==> src/rtl/fsm_burst_rd_if.sv <==
// Bundle of request, wait-state and strobe signals between a requester and the
// burst-read sequencer. FSM_RD_ABORT_EN adds the abort request line.
interface fsm_burst_rd_if #(
  parameter int ADDR_W = 8,
  parameter int LEN_W  = 4
);
  logic              start;
  logic [ADDR_W-1:0] base_addr;
  logic [LEN_W-1:0]  len;
  logic              ws;
`ifdef FSM_RD_ABORT_EN
  logic              abort;
`endif
  logic              rd;
  logic [ADDR_W-1:0] addr;
  logic              bs;
  logic              ds;
  logic              err;
  logic              busy;

`ifdef FSM_RD_ABORT_EN
  modport master (
    output start, base_addr, len, ws, abort,
    input  rd, addr, bs, ds, err, busy
  );
  modport slave (
    input  start, base_addr, len, ws, abort,
    output rd, addr, bs, ds, err, busy
  );
`else
  modport master (
    output start, base_addr, len, ws,
    input  rd, addr, bs, ds, err, busy
  );
  modport slave (
    input  start, base_addr, len, ws,
    output rd, addr, bs, ds, err, busy
  );
`endif
endinterface

==> src/rtl/fsm_burst_rd.sv <==
// Burst-read sequencer: LEN+1 beats from a latched base address with per-beat
// wait-state timeout. Define FSM_RD_ABORT_EN to add the abort input.
module fsm_burst_rd #(
  parameter int ADDR_W  = 8,
  parameter int LEN_W   = 4,
  parameter int TIMEOUT = 15
) (
  input  logic          clk,
  input  logic          rst,
  fsm_burst_rd_if.slave bus
);

  localparam int                WCNT_W    = $clog2(TIMEOUT + 1);
  localparam logic [WCNT_W-1:0] WCNT_LAST = WCNT_W'(TIMEOUT - 1);

  typedef enum logic [2:0] {
    S_IDLE = 3'd0,
    S_READ = 3'd1,
    S_DLY  = 3'd2,
    S_DONE = 3'd3,
    S_ERR  = 3'd4
  } state_e;

  state_e            state_q, state_d;
  logic [ADDR_W-1:0] addr_q, addr_d;
  logic [LEN_W-1:0]  rem_q, rem_d;
  logic [WCNT_W-1:0] wcnt_q, wcnt_d;
  logic              rd_q, rd_d;
  logic              bs_q, bs_d;
  logic              ds_q, ds_d;
  logic              err_q, err_d;
  logic              busy_q, busy_d;
  logic              abort_req;

`ifdef FSM_RD_ABORT_EN
  assign abort_req = bus.abort;
`else
  assign abort_req = 1'b0;
`endif

  // Outputs are decided from the transition being taken, so they are
  // registered together with the state and change on the same edge.
  always_comb begin
    // NOTE: every signal gets a default first so no path leaves it unassigned
    // (which would infer a latch).
    state_d = state_q;
    addr_d  = addr_q;
    rem_d   = rem_q;
    wcnt_d  = wcnt_q;
    rd_d    = 1'b0;
    bs_d    = 1'b0;
    ds_d    = 1'b0;
    err_d   = 1'b0;
    busy_d  = 1'b1;

    if (abort_req && (state_q != S_IDLE)) begin
      state_d = S_IDLE;
      rem_d   = '0;
      wcnt_d  = '0;
      busy_d  = 1'b0;
    end else begin
      case (state_q)
        S_IDLE: begin
          busy_d = 1'b0;
          if (bus.start) begin
            state_d = S_READ;
            addr_d  = bus.base_addr;
            rem_d   = bus.len;
            wcnt_d  = '0;
            rd_d    = 1'b1;
            busy_d  = 1'b1;
          end
        end

        S_READ: begin
          state_d = S_DLY;
          rd_d    = 1'b1;
        end

        S_DLY: begin
          if (bus.ws) begin
            if (wcnt_q == WCNT_LAST) begin
              state_d = S_ERR;
              err_d   = 1'b1;
            end else begin
              wcnt_d = wcnt_q + WCNT_W'(1);
              rd_d   = 1'b1;
            end
          end else if (rem_q == '0) begin
            state_d = S_DONE;
            bs_d    = 1'b1;
            ds_d    = 1'b1;
          end else begin
            state_d = S_READ;
            bs_d    = 1'b1;
            rem_d   = rem_q - LEN_W'(1);
            addr_d  = addr_q + ADDR_W'(1);
            wcnt_d  = '0;
            rd_d    = 1'b1;
          end
        end

        S_DONE, S_ERR: begin
          state_d = S_IDLE;
          busy_d  = 1'b0;
        end

        // Illegal encodings fall back to a clean idle with everything cleared.
        default: begin
          state_d = S_IDLE;
          addr_d  = '0;
          rem_d   = '0;
          wcnt_d  = '0;
          busy_d  = 1'b0;
        end
      endcase
    end
  end

  // NOTE: sequential state uses non-blocking assignments so every flop samples
  // the pre-edge values regardless of statement order.
  always_ff @(posedge clk or posedge rst) begin
    if (rst) begin
      state_q <= S_IDLE;
      addr_q  <= '0;
      rem_q   <= '0;
      wcnt_q  <= '0;
      rd_q    <= 1'b0;
      bs_q    <= 1'b0;
      ds_q    <= 1'b0;
      err_q   <= 1'b0;
      busy_q  <= 1'b0;
    end else begin
      state_q <= state_d;
      addr_q  <= addr_d;
      rem_q   <= rem_d;
      wcnt_q  <= wcnt_d;
      rd_q    <= rd_d;
      bs_q    <= bs_d;
      ds_q    <= ds_d;
      err_q   <= err_d;
      busy_q  <= busy_d;
    end
  end

  assign bus.rd   = rd_q;
  assign bus.addr = addr_q;
  assign bus.bs   = bs_q;
  assign bus.ds   = ds_q;
  assign bus.err  = err_q;
  assign bus.busy = busy_q;

endmodule

==> src/flat_wrapper.sv <==
// flat-port wrapper written by rule: the top's interface ports become plain ports
module fsm_burst_rd_flat 
#(
  parameter int ADDR_W  = 8,
  parameter int LEN_W   = 4,
  parameter int TIMEOUT = 15
)
  (clk, rst, bus_start, bus_base_addr, bus_len, bus_ws, bus_rd, bus_addr, bus_bs, bus_ds, bus_err, bus_busy);
  fsm_burst_rd_if #(.ADDR_W(ADDR_W), .LEN_W(LEN_W)) bus_i ();
  input  logic clk;
  input  logic rst;
  input wire logic [$bits(bus_i.start)-1:0] bus_start;
  input wire logic [$bits(bus_i.base_addr)-1:0] bus_base_addr;
  input wire logic [$bits(bus_i.len)-1:0] bus_len;
  input wire logic [$bits(bus_i.ws)-1:0] bus_ws;
  output wire logic [$bits(bus_i.rd)-1:0] bus_rd;
  output wire logic [$bits(bus_i.addr)-1:0] bus_addr;
  output wire logic [$bits(bus_i.bs)-1:0] bus_bs;
  output wire logic [$bits(bus_i.ds)-1:0] bus_ds;
  output wire logic [$bits(bus_i.err)-1:0] bus_err;
  output wire logic [$bits(bus_i.busy)-1:0] bus_busy;
  assign bus_i.start = bus_start;
  assign bus_i.base_addr = bus_base_addr;
  assign bus_i.len = bus_len;
  assign bus_i.ws = bus_ws;
  assign bus_rd = bus_i.rd;
  assign bus_addr = bus_i.addr;
  assign bus_bs = bus_i.bs;
  assign bus_ds = bus_i.ds;
  assign bus_err = bus_i.err;
  assign bus_busy = bus_i.busy;
  fsm_burst_rd #(.ADDR_W(ADDR_W), .LEN_W(LEN_W), .TIMEOUT(TIMEOUT)) u_core (.clk(clk), .rst(rst), .bus(bus_i));
endmodule
==> config.mk <==
export PLATFORM = sky130hd
export DESIGN_NAME = fsm_burst_rd_flat
export DESIGN_NICKNAME = d
export VERILOG_FILES = /design/src/rtl/fsm_burst_rd_if.sv /design/src/rtl/fsm_burst_rd.sv /design/src/flat_wrapper.sv
export SDC_FILE = /design/constraint.sdc
export NUM_CORES = 1
export LEC_CHECK = 0
export ABC_AREA = 1
export ABC_CLOCK_PERIOD_IN_PS = 1500
export CORE_MARGIN = 1.5
export CORE_UTILIZATION = 50
export CTS_CLUSTER_SIZE = 28
export DETAILED_ROUTE_END_ITERATION = 16
export GPL_ROUTABILITY_DRIVEN = 0
export PLACE_DENSITY = 0.76
export SYNTH_ARGS = -nofsm -noshare
export SYNTH_HDL_FRONTEND = slang
export SYNTH_SLANG_ARGS = --single-unit
==> constraint.sdc <==
create_clock -name clk -period 1.5 [get_ports clk]
set_input_delay 0.3 -clock clk [delete_from_list [all_inputs] [get_ports clk]]
set_output_delay 0.3 -clock clk [all_outputs]
set_load 0.01 [all_outputs]
Word level (Yosys, flattened, before mapping)
Cells that the tools add are included.
Operators by class
  equality and inequality tests: 11
  add/subtract/negate cells: 3
  muxes and demuxes: 32
  bitwise logic cells: 1
  reduce and logical (&&, ||, !) cells: 7
Operator list (number)
  4-bit 2-to-1 mux: 7
  8-bit 2-to-1 mux: 3
  4-bit case mux with 3 select lines: 2
  8-bit case mux with 3 select lines: 1
  1-bit 2-to-1 mux: 12
  3-bit 2-to-1 mux: 3
  3-bit case mux with 3 select lines: 1
  8-bit by 1-bit adder with 8-bit output (second input constant): 1
  4-bit AND reduction: 2
  3-bit by 2-bit == test with 1-bit output (second input constant): 2
  2-bit != test (second input constant): 3
  3-bit != test (second input constant): 2
  4-bit by 1-bit adder with 4-bit output (second input constant): 1
  4-bit == test (second input constant): 1
  4-bit zero test: 1
  4-bit by 1-bit subtractor with 4-bit output (second input constant): 1
  3-bit by 1-bit == test with 1-bit output (second input constant): 1
  3-bit == test (second input constant): 1
  3-bit zero test: 1
  3-bit by 2-bit != test with 1-bit output (second input constant): 1
  1-bit case mux with 3 select lines: 1
  3-bit OR reduction: 1
  2-bit 2-to-1 mux: 1
  1-bit case mux with 2 select lines: 1
  other kinds (3): 3
Storage, ports and cells
  flip-flop bits (word level): 24
  input bits: 16
  output and inout port bits: 13

Logic depth before layout (Yosys ltp)
  depth in word-level cells: 4
  depth in mapped cells: 10
  depth with buffers taken out: 9

Worst setup path after synthesis
OpenSTA, ideal clock, no wires.
  path type: reg2reg
  start: register u_core.rem_q[0]
  end: register u_core.addr_q[7] (netlist: u_core.bus.addr[7])
  required time: 1384 ps
  clock period less this slack: 1293 ps
  setup slack: 207 ps
  data arrival time: 1177 ps
  cell stages (with the launch flop): 11
  cells stage by stage: dfrtp_1 -> inv_1 -> ha_1 -> nand3_1 -> nor2_2 -> nor2_2 -> nand2_2 -> inv_2 -> buf_6 -> nand2_1 -> nand2_1
Between the ends
  cells in the longest elaborated chain, start to end: 3
RTL lines
  start, declared: line fsm_burst_rd.sv:26  | logic [LEN_W-1:0] rem_q, rem_d;
  start signal, assigned: line fsm_burst_rd.sv:136  | rem_q <= rem_d;
  4-bit zero test: line fsm_burst_rd.sv:89  | end else if (rem_q == '0) begin
  2-bit != test (no source line)
  4-bit AND reduction (no source line)
  end signal, assigned: line fsm_burst_rd.sv:135  | addr_q <= addr_d;
  end, declared: line fsm_burst_rd.sv:25  | logic [ADDR_W-1:0] addr_q, addr_d;
No other way between the ends.
A chain may end at the register's enable or synchronous reset.

Worst setup path in the final report
  start: register u_core.addr_q[0] (netlist: u_core.bus.addr[0])
  end: register u_core.addr_q[2] (netlist: u_core.bus.addr[2])
Between the ends
  cells in the longest elaborated chain, start to end: 4
RTL lines
  8-bit by 1-bit adder with 8-bit output: line fsm_burst_rd.sv:97  | addr_d = addr_q + ADDR_W'(1);
  8-bit 2-to-1 mux: line fsm_burst_rd.sv:89
  8-bit 2-to-1 mux: line fsm_burst_rd.sv:81  | if (bus.ws) begin
  8-bit case mux with 3 select lines: line fsm_burst_rd.sv:62  | case (state_q)
No other way between the ends. The select of a mux whose other input is x is not followed.

==> flow_metrics.env <==
export IMPL_finalHoldViolations=0
export IMPL_postCtsHoldBufs=0
export IMPL_die_height_um=56.3
export IMPL_clkLatencyLatePin_ns=0.30
export IMPL_place_detailed_hpwl_mm=2.34
export IMPL_synthToLayoutAreaGrowth_pct=32.9
export IMPL_synth_ff_type="dfrtp_1"
export IMPL_max_vdd_ir_drop_mv=1.26
export IMPL_numCtsBuffers=3
export IMPL_criticalPathCategory="register to register"
export IMPL_synthesis_area_per_instance_um2=7.00
export IMPL_cts_htree_levels=1
export IMPL_synth_area_mm2=0.00142
export IMPL_floorplan_initialDensity_pct=52.0
export IMPL_clkSinkCount=24
export IMPL_postSynthCellCount=203
export IMPL_coreArea_mm2=0.00273
export IMPL_fin_hold_ws_ns=0.320
export IMPL_grt_first_pass_wirelength_mm=5.66
export IMPL_netlist_top_cell_by_area="dfrtp_1"
export IMPL_worst_hold_path_type="primary input to async pin"
export IMPL_clock_fmax_mhz=706
export IMPL_slew_limit_headroom_pct=78.8
export IMPL_rsz0062_at_grt="false"
export IMPL_ys_async_sr_fraction_pct=100
export IMPL_setup_tns_final_ns=0
export IMPL_regToRegSetupSlack_ns=0.08
export IMPL_finClkSkew_ns=0.00380
export IMPL_timing_final_max_slew_violations=0
export IMPL_synth_distinct_cells=21
export IMPL_portBuffers=28
export IMPL_detailedRoute_firstPassIterationCount=4
export IMPL_crit_reg2reg_capture="u_core.bus.addr[2]"
export IMPL_synth_ff_latch_count=24
export IMPL_die_width_um=56.3
export IMPL_vias=1415
export IMPL_number_of_antenna_violations_at_the_first_check_in_global_routing=0
export IMPL_leakagePower_nw=1.07
export IMPL_tritoncts_clock_tree="built"
export IMPL_nNetsFinal=272
export IMPL_grt_start_max_net_pins=25
export IMPL_post_drt_wl_per_cell_um=11.7
export IMPL_worstMarginPinSlew_ns=0.317
export IMPL_dieArea_mm2=0.00317
export IMPL_grt_pass1_vias=1419
export IMPL_fill_cells=231
export IMPL_critical_path_data_arrival_time_ns=1.63
export IMPL_boundaryPins=29
export IMPL_cap_violations=0
export IMPL_via_density_per_instance=5.05
export IMPL_cell_with_the_most_instances_after_synthesis="nand2_1"
export IMPL_detail_route_drc_violations=0
export IMPL_clock_tree_buffer_depth=2
export IMPL_synth_top_cells_by_count="95 x nand2_1, 24 x dfrtp_1, 18 x inv_1"
export IMPL_layout_drive_gt1_share_pct=16.1
export IMPL_timing_critical_path_required_ns=1.71
export IMPL_timing_critical_path_from_type="register"
export IMPL_routed_wirelength_mm=3.28
export IMPL_setup_worst_path_end_class="register"
export IMPL_placementRows=19
export IMPL_gr_total_overflow=0
export IMPL_setup_viol=0
export IMPL_power_density_mw_per_mm2=1710
export IMPL_drt_iter0_drc=37
export IMPL_synth_warnings=0
export IMPL_synth_top_cell_area_share_pct=42.3
export IMPL_critical_path_max_fanout=5
export IMPL_diodes=0
export IMPL_ff2ff_path_depth=7
export IMPL_run_status="finished clean"
export IMPL_fin_crit_sh_pct=94.4
export IMPL_min_period_ns=1.42
export IMPL_cts_root_buf="clkbuf_4"
export IMPL_path_clk_slew_ns=0.12
export IMPL_synth_yosys_seq_area_share_pct=42.3
export IMPL_ant_nets=0
export IMPL_syn_nets=224
export IMPL_synth_enable_flop_cells=0
export IMPL_post_synth_main_area_contributors="dfrtp_1 42%, nand2_1 25%, inv_1 4.8%"
export IMPL_worst_r2r_startpoint="u_core.bus.addr[0]"
export IMPL_grt_usage_pct=22.2
-- cells in the final DEF (no fill, tap or decap) --
master / synthesis / routed
nand3_1: 13 / 12
nor2_2: 4 / 7
ha_1: 5 / 5
buf_12: 0 / 1
clkdlybuf4s50_1: 0 / 15
nand2_1: 95 / 94
inv_1: 18 / 17
inv_4: 0 / 1
clkbuf_4: 0 / 3
inv_2: 3 / 3
dlygate4sd2_1: 0 / 11
o21ai_0: 10 / 10
inv_6: 1 / 1
or2_2: 1 / 1
buf_4: 2 / 18
nor2_1: 14 / 11
nor4_1: 1 / 1
dlymetal6s2s_1: 0 / 2
nand4_1: 2 / 2
nand2_2: 2 / 3
xnor2_1: 1 / 1
nand3_2: 1 / 2
o21bai_1: 2 / 2
dfrtp_1: 24 / 24
o211ai_1: 1 / 1
a21oi_1: 1 / 1
-- where the power goes --
part / total, W / switching (W) / internal, W
clock: 0.000272 / 0.000178 / 0.0000937
combinational: 0.00197 / 0.00115 / 0.000820
sequential: 0.000992 / 0.000132 / 0.000860
-- worst max-delay path by stage --
stage	start	end	slack (ns)
2_1_floorplan	u_core.rem_q[0]	u_core.bus.addr[7]	0.21
3_3_place_gp	bus_ws	u_core.wcnt_q[2]	-0.03
3_5_place_dp	bus_ws	u_core.bus.addr[5]	-0.08
4_1_cts	u_core.bus.err	bus_err	0.01
5_1_grt	u_core.wcnt_q[0]	u_core.wcnt_q[1]	0.007
6_report	u_core.bus.addr[0]	u_core.bus.addr[2]	0.08
-- cell families (layout without fill, tap and decap cells) --
group                    Yosys count  in the layout  synth area share, %
buffers and inverters             26             72                 8.80
AO/OA/AOI/OAI                     14             14                 5.46
XOR/XNOR                           1              1                0.616
adder cells (fa/ha/maj)            5              5                 4.40
AND/OR/NAND/NOR                  133            133                 38.5
flip-flops                        24             24                 42.3
-- through the flow --
| step | setup WS, ns | area [µm²] | util [%] | cells | total power [W] |
|---|---|---|---|---|---|
| after floorplan | 0.207 | 1420 | - | 203 | 0.00224 |
| after global placement | -0.0294 | 1800 | 65.8 | 269 | 0.00281 |
| after detailed placement | -0.0753 | 1800 | 65.8 | 269 | 0.00288 |
| after CTS | 0.0129 | 1860 | 68.0 | 279 | 0.00319 |
| after global routing | 0.00674 | 1890 | 69.1 | 280 | 0.00354 |
| final | 0.0845 | 1890 | 69.1 | 280 | 0.00324 |
-- per-layer routing --
metal | part of all wire (%) | wire length, µm | up-vias | global-route usage [%]
li1 | - | - | 718 | -
met1 | 45 | 1470 | 668 | 26.3
met2 | 51 | 1680 | 25 | 40.8
met3 | 3.2 | 105 | 4 | 2.30
met4 | 0.79 | 26 | 0 | 8.50
met5 | 0 | 0 | - | 0
-- what timing repair did --
action	CTS	global route
pin swaps	0	0
resized for setup	11	9
endpoints found under the setup margin	11	18
setup buffers	7	1
cloned	0	0
-- area by class of cell --
class	count	area, µm²	share of cell area, %
sequential	24	601	31.8
timing repair buffer	47	427	22.6
tap	31	38.8	2.05
multi-input combinational	153	711	37.6
inverter	22	90.1	4.77
clock buffer	3	22.5	1.19
-- sequential cells by signal, indices dropped and copies added, names as in the netlist --
name	cells
u_core.bus.bs	1
u_core.wcnt_q	4
u_core.bus.busy	1
u_core.bus.err	1
u_core.rem_q	4
u_core.bus.rd	1
u_core.bus.addr	8
u_core.state_q	3
u_core.bus.ds	1
-- worst max-delay path, cell delays in order (launching register included) --
cell and delay (ns):
dfrtp_1 0.40, buf_4 0.16, ha_1 0.22, or2_2 0.28
nand2_1 0.06, o21ai_0 0.08, nand2_1 0.08, nand2_1 0.05
Power figures use the tool's default switching activity.
